[src/rtl/serial_adder_pkg.sv]
// Shared definitions for the bit-serial adder/subtractor.
// State encoding and default operand width.
package serial_adder_pkg;

  localparam int DEFAULT_WIDTH = 8;

  typedef enum logic [1:0] {
    IDLE  = 2'd0,
    SHIFT = 2'd1,
    DONE  = 2'd2
  } state_t;

endpackage

[src/rtl/serial_adder_full_adder.sv]
// Single-bit full adder cell used by the serial adder datapath.
// Purely combinational: sum and carry-out of three input bits.
module full_adder (
  input  logic i_a,
  input  logic i_b,
  input  logic i_c,
  output logic o_s,
  output logic o_cout
);

  assign o_s    = i_a ^ i_b ^ i_c;
  assign o_cout = (i_a & i_b) | (i_c & (i_a ^ i_b));

endmodule

[src/rtl/serial_adder.sv]
// Bit-serial WIDTH-bit adder/subtractor, LSB first, one bit per clock.
// Results are registered on the last bit and held until the next one.
module serial_adder
  import serial_adder_pkg::*;
#(
  parameter int WIDTH = DEFAULT_WIDTH
) (
  input  logic             clk,
  input  logic             rst,
  input  logic             start,
  input  logic             sub,
  input  logic [WIDTH-1:0] a,
  input  logic [WIDTH-1:0] b,
  input  logic             cin,
  output logic             busy,
  output logic             done,
  output logic [WIDTH-1:0] sum,
  output logic             cout,
  output logic             ovf
);

  localparam int CW = $clog2(WIDTH);
  localparam logic [CW-1:0] LAST = CW'(WIDTH - 1);

  state_t           r_state;
  logic [WIDTH-1:0] r_a_sr;
  logic [WIDTH-1:0] r_b_sr;
  logic [WIDTH-1:0] r_acc_sr;
  logic             r_carry;
  logic [CW-1:0]    r_cnt;

  logic w_s;
  logic w_cout;

  full_adder u_fa (
    .i_a    (r_a_sr[0]),
    .i_b    (r_b_sr[0]),
    .i_c    (r_carry),
    .o_s    (w_s),
    .o_cout (w_cout)
  );

  assign busy = (r_state == SHIFT);
  assign done = (r_state == DONE);

  always_ff @(posedge clk or posedge rst) begin
    if (rst) begin
      r_state  <= IDLE;
      r_a_sr   <= '0;
      r_b_sr   <= '0;
      r_acc_sr <= '0;
      r_carry  <= 1'b0;
      r_cnt    <= '0;
      sum      <= '0;
      cout     <= 1'b0;
      ovf      <= 1'b0;
    end else begin
      unique case (r_state)
        IDLE, DONE: begin
          if (start) begin
            r_state <= SHIFT;
            r_a_sr  <= a;
            r_b_sr  <= sub ? ~b : b;
            r_carry <= sub | cin;
            r_cnt   <= '0;
          end else begin
            r_state <= IDLE;
          end
        end
        SHIFT: begin
          r_acc_sr <= {w_s, r_acc_sr[WIDTH-1:1]};
          r_a_sr   <= r_a_sr >> 1;
          r_b_sr   <= r_b_sr >> 1;
          r_carry  <= w_cout;
          r_cnt    <= r_cnt + 1'b1;
          if (r_cnt == LAST) begin
            // Overflow: carry into the MSB differs from carry out of it
            sum     <= {w_s, r_acc_sr[WIDTH-1:1]};
            cout    <= w_cout;
            ovf     <= w_cout ^ r_carry;
            r_state <= DONE;
          end
        end
        default: r_state <= IDLE;
      endcase
    end
  end

endmodule

[config.mk]
export PLATFORM = sky130hd
export DESIGN_NAME = serial_adder
export DESIGN_NICKNAME = d
export VERILOG_FILES = /design/src/rtl/serial_adder_pkg.sv /design/src/rtl/serial_adder_full_adder.sv /design/src/rtl/serial_adder.sv
export SDC_FILE = /design/constraint.sdc
export NUM_CORES = 1
export LEC_CHECK = 0
export ABC_CLOCK_PERIOD_IN_PS = 2150
export BUFFER_PORTS_ARGS = -buffer_cell sky130_fd_sc_hd__buf_2
export CAP_MARGIN = 0
export CORE_MARGIN = 10
export CORE_UTILIZATION = 35
export DETAILED_ROUTE_END_ITERATION = 16
export PLACE_DENSITY = 0.66
export SYNTH_ARGS = -nofsm -noshare
export SYNTH_HDL_FRONTEND = slang
export SYNTH_SLANG_ARGS = --single-unit
[constraint.sdc]
create_clock -name clk -period 2.15 [get_ports clk]
set_input_delay 0.1075 -clock clk [delete_from_list [all_inputs] [get_ports clk]]
set_output_delay 0.1075 -clock clk [all_outputs]
set_load 0.05 [all_outputs]
### Yosys cells after proc, flatten, opt, wreduce, memory -nomap -nowiden

Index checks and enable logic that the tools add are counted.

| storage, ports and cells | value |
|---|---|
| output and inout port bits | 12 |
| logic and storage cells | 40 |
| register bits after elaboration | 40 |

| operators by class | value |
|---|---|
| eq/ne operators | 5 |
| $add $sub $neg | 1 |
| muxes and demuxes | 12 |
| reduce and logical (&&, ||, !) cells | 5 |
| bitwise logic cells | 8 |

Operators by type and width:

| kind | number |
|---|---|
| $pmux 8 s2 | 2 |
| $mux 8 | 3 |
| $not 8->8 | 1 |
| $pmux 3 s2 | 1 |
| $pmux 2 s2 | 1 |
| $reduce_and 2->1 | 2 |
| $add 3x1->3 const B | 1 |
| $eq 3x3->1 const B | 1 |
| $mux 3 | 1 |
| $xor 1x1->1 | 3 |
| $and 1x1->1 | 2 |
| $eq 2x1->1 const B | 1 |
| $eq 2x2->1 const B | 1 |
| $logic_not 2->1 | 1 |
| $mux 1 | 2 |
| $mux 2 | 1 |
| $ne 2x1->1 const B | 1 |
| $ne 2x2->1 const B | 1 |
| $or 1x1->1 | 2 |
| $pmux 1 s2 | 1 |
| $reduce_bool 2->1 | 1 |
| $reduce_or 2->1 | 1 |

### Longest topological paths before layout

| depth | value |
|---|---|
| word-level depth | 4 |
| depth in mapped cells | 6 |

### Cells and area by module

From an unflattened synthesis, not the netlist that was laid out.

| unflattened totals | value |
|---|---|
| cells, all modules | 124 |
| area, all modules | 1,685.4 sq um |

By module, submodules not included:

| module | seq. area each (sq um) | instances | area an instance (sq um) | cells each |
|---|---|---|---|---|
| serial_adder | 975.9 | 1 | 1,665.3 | 123 |
| full_adder | 0.0 | 1 | 20.0 | 1 |

### Worst setup path after synthesis

No wires, ideal clock.

| timing | value |
|---|---|
| path kind | reg-to-reg |
| from | reg r_cnt[0] |
| to | reg cout |
| data arrival time | 1,398 ps |
| slack | 627 ps |
| cell stages (with the launch flop) | 6 |
| buffers on the path | 1 |
| period minus slack after synthesis | 1,523 ps |
| required time | 2,025 ps |
| setup time | 125 ps |
| cells stage by stage | dfrtp_1 -> ha_1 -> ha_1 -> nand3b_1 -> buf_2 -> mux2_2 |

| between the ends | value |
|---|---|
| longest elaborated chain between the ends | 2 |

RTL lines:

| item | RTL line | RTL |
|---|---|---|
| start: declaration | serial_adder.sv:30 | `logic [CW-1:0] r_cnt;` |
| start signal: assignment | serial_adder.sv:75 | `r_cnt <= r_cnt + 1'b1;` |
| $eq 3x3->1 | serial_adder.sv:76 | `if (r_cnt == LAST) begin` |
| $reduce_and 2->1 (no source line) | - |  |
| end signal: assignment | serial_adder.sv:79 | `cout <= w_cout;` |
| end: declaration | serial_adder.sv:18 | `output logic cout,` |

Every way passes these cells.
A chain may end at the register's enable or synchronous reset.

### Worst setup path in the final report

| timing | value |
|---|---|
| from | reg r_state[0] |
| to | out busy |

| between the ends | value |
|---|---|
| longest elaborated chain between the ends | 1 |

RTL lines:

| item | RTL line | RTL |
|---|---|---|
| start: declaration | serial_adder.sv:25 | `state_t r_state;` |
| start signal: assignment | serial_adder.sv:48 | `r_state <= IDLE;` |
| start signal: assignment | serial_adder.sv:61 | `r_state <= SHIFT;` |
| start signal: assignment | serial_adder.sv:67 | `r_state <= IDLE;` |
| $eq 2x1->1 | serial_adder.sv:43 | `assign busy = (r_state == SHIFT);` |
| end: declaration | serial_adder.sv:15 | `output logic busy,` |

Every way passes these cells.

==> results.sh <==
export IMPL_fin_crit_sh_pct=84.3
export IMPL_final_setup_worst_slack_ns=0.338
export IMPL_cts_sinks=39
export IMPL_final_cell_area_um2=1990
export IMPL_status="finished, final reports clean"
export IMPL_syn_area_um2=1690
export IMPL_post_place_ws_ns=0.466
export IMPL_startpoint_type="register"
export IMPL_antenna_found_initial=0
export IMPL_r2r_slack_ns=0.49
export IMPL_finalSetupViolations=0
export IMPL_drive_above_1_share_pct=38.8
export IMPL_vdd_drop_max_mv=0.709
export IMPL_via_per_inst=4.99
export IMPL_port_buffers=32
export IMPL_cp_arrival_ns=1.70
export IMPL_core_area_um2=4690
export IMPL_clockRootBuffer="clkbuf_8"
export IMPL_grt_overflow_total=0
export IMPL_drtAntennaViolNets=0
export IMPL_timing_fmax_mhz=552
export IMPL_hp_start="a[7]"
export IMPL_firstDrtPassIters=4
export IMPL_final_nets=183
export IMPL_postSynthCellCount=124
export IMPL_synth_warnings=0
export IMPL_rows=25
export IMPL_areaGrowthSynthToFinish_pct=18.3
export IMPL_crit_reg2reg_launch="r_cnt[0]$_DFFE_PP0P_"
export IMPL_gp_congestion=0.756
export IMPL_slew_headroom_pct=66.9
export IMPL_worst_slew_pin_slew_ns=0.495
export IMPL_dp_hpwl_mm=2.52
export IMPL_vias=1068
export IMPL_synth_edf_count=0
export IMPL_dp_cells=205
export IMPL_drt_iter0_markers=28
export IMPL_cap_violations=0
export IMPL_cp_max_fo=16
export IMPL_min_path_cells=2
export IMPL_fin_hold_ws_ns=0.0592
export IMPL_drc=0
export IMPL_cts_tree="built"
export IMPL_setup_worst_path_class="register to output pin"
export IMPL_syn_avg_cell_area_um2=13.6
export IMPL_clk_latency_ns=0.29
export IMPL_totalWireLength_mm=3.41
export IMPL_final_cell_mix="dfrtp_1, buf_2, mux2_2"
export IMPL_layout_commonest_cell="dfrtp_1"
export IMPL_cp_data_required_time_ns=2.04
export IMPL_post_dp_cell_area_um2=1880
export IMPL_maxSlewViolCount=0
export IMPL_ys_ff_latch=39
export IMPL_hold_viol=0
export IMPL_wl_per_cell_um=15.9
export IMPL_grt_usage_pct=9.06
export IMPL_clk_pin_slew_worst_paths_ns=0.07
export IMPL_min_period_ns=1.81
export IMPL_grt_max_degree=40
export IMPL_diodes=0
export IMPL_power_per_cell_area_nw_per_um2=1670
export IMPL_cts_buffers=5
export IMPL_r2r_end="sum[1]$_DFFE_PP0P_"
export IMPL_die_w_um=89.4
export IMPL_h_tree_depth=2
export IMPL_ys_types=23
export IMPL_grt_pass1_wl_mm=5.57
export IMPL_hold_path_class="input port to register"
export IMPL_synthArstFlopShare_pct=100
export IMPL_grt_pass1_vias=1199
export IMPL_initial_core_util_pct=35.9
export IMPL_rsz0062_at_grt="no"
export IMPL_synth_flop_cell="dfrtp_1"
export IMPL_clock_path_buffers=2
export IMPL_dieArea_um2=7990
export IMPL_reg2reg_depth=4
export IMPL_fin_skew_ns=0.00618
export IMPL_p_leak_nw=0.999
export IMPL_end_kind="output pin"
export IMPL_setup_tns_final_ns=0
export IMPL_io_pins=33
export IMPL_die_y_um=89.4
export IMPL_ys_seq_area_share_pct=57.9
export IMPL_whs_endpoint="r_a_sr[7]$_DFFE_PP0P_"
export IMPL_finalNonFillerCells=214
export IMPL_syn_nets=148
worst max-delay path, stage by stage, from the launching register on:
cell and delay, ns:
dfrtp_1 0.40, nor2b_4 0.45, buf_4 0.28, buf_2 0.29
how the worst max path moves through the flow:
| stage | cells after the start | end | startpoint | slack [ns] |
|---|---|---|---|---|
| finish | 3 | busy | r_state[0]$_DFFE_PP0P_ | 0.34 |
| global route | 3 | busy | r_state[0]$_DFFE_PP0P_ | 0.22 |
| CTS | 3 | busy | r_state[0]$_DFFE_PP0P_ | 0.33 |
| detailed placement | 4 | sum[1]$_DFFE_PP0P_ | r_cnt[0]$_DFFE_PP0P_ | 0.47 |
| global placement | 4 | sum[3]$_DFFE_PP0P_ | r_cnt[0]$_DFFE_PP0P_ | 0.51 |
| floorplan | 5 | cout$_DFFE_PP0P_ | r_cnt[0]$_DFFE_PP0P_ | 0.63 |
area by class of cell:
class / instances / area [um^2]
sequential: 39 / 976
inverter: 3 / 11.3
multi-input combinational: 73 / 639
clock buffer: 8 / 100
tap: 54 / 67.6
fill: 461 / 2700
timing repair buffer: 37 / 200
Yosys cell counts, types with 2 or more instances:
master | count | area share (%)
a22o_1 | 11 | 5.7
xnor2_1 | 8 | 4.2
o21ai_0 | 2 | 0.59
a21o_1 | 7 | 3.1
mux2_2 | 17 | 11
buf_2 | 5 | 1.5
inv_1 | 3 | 0.67
a221o_1 | 8 | 4.8
nor2_1 | 9 | 2.0
ha_1 | 2 | 1.5
buf_6 | 2 | 1.3
dfrtp_1 | 39 | 58
metrics by stage:
step / util, % / power [mW]
floorplan: - / 2.50
global placement: 40.2 / 2.72
detailed placement: 40.2 / 2.83
CTS: 42.5 / 3.37
global route: 42.5 / 3.54
finish: 42.5 / 3.33
kinds of logic after synthesis:
kind of cell | share of synthesized area [%]
DFF | 57.9
and+or+nand+nor | 5.05
buffers and inverters | 4.16
muxes | 11.4
xor gates and xnor gates | 4.68
AOI/OAI and AO/OA | 14.2
adders and majority gates | 2.67
state kept, by name, indices dropped and copies added (netlist names):
register / flops
r_a_sr: 8
sum: 8
cout: 1
r_state: 2
r_carry: 1
r_b_sr: 8
r_acc_sr: 7
r_cnt: 3
ovf: 1
power by group:
part           switching, mW  leakage [nW]  internal, mW  total, mW
Sequential             0.219         0.481          1.09       1.31
Clock                  0.236        0.0515         0.292      0.529
Combinational          0.853         0.466         0.639       1.49
Total                   1.31         0.999          2.02       3.33
per-layer routing:
metal | track usage [%] | wire length [um]
met1 | 10.3 | 1460
met2 | 14.7 | 1680
met3 | 3.37 | 217
met4 | 4.34 | 51
met5 | 0 | 0
repair_timing:
item                      4_1_cts  5_1_grt
gates resized for setup         0        0
hold buffers                    1        0
setup buffers                   0        0
hold endpoints to repair       39        0
(Power assumes the default switching activity.)
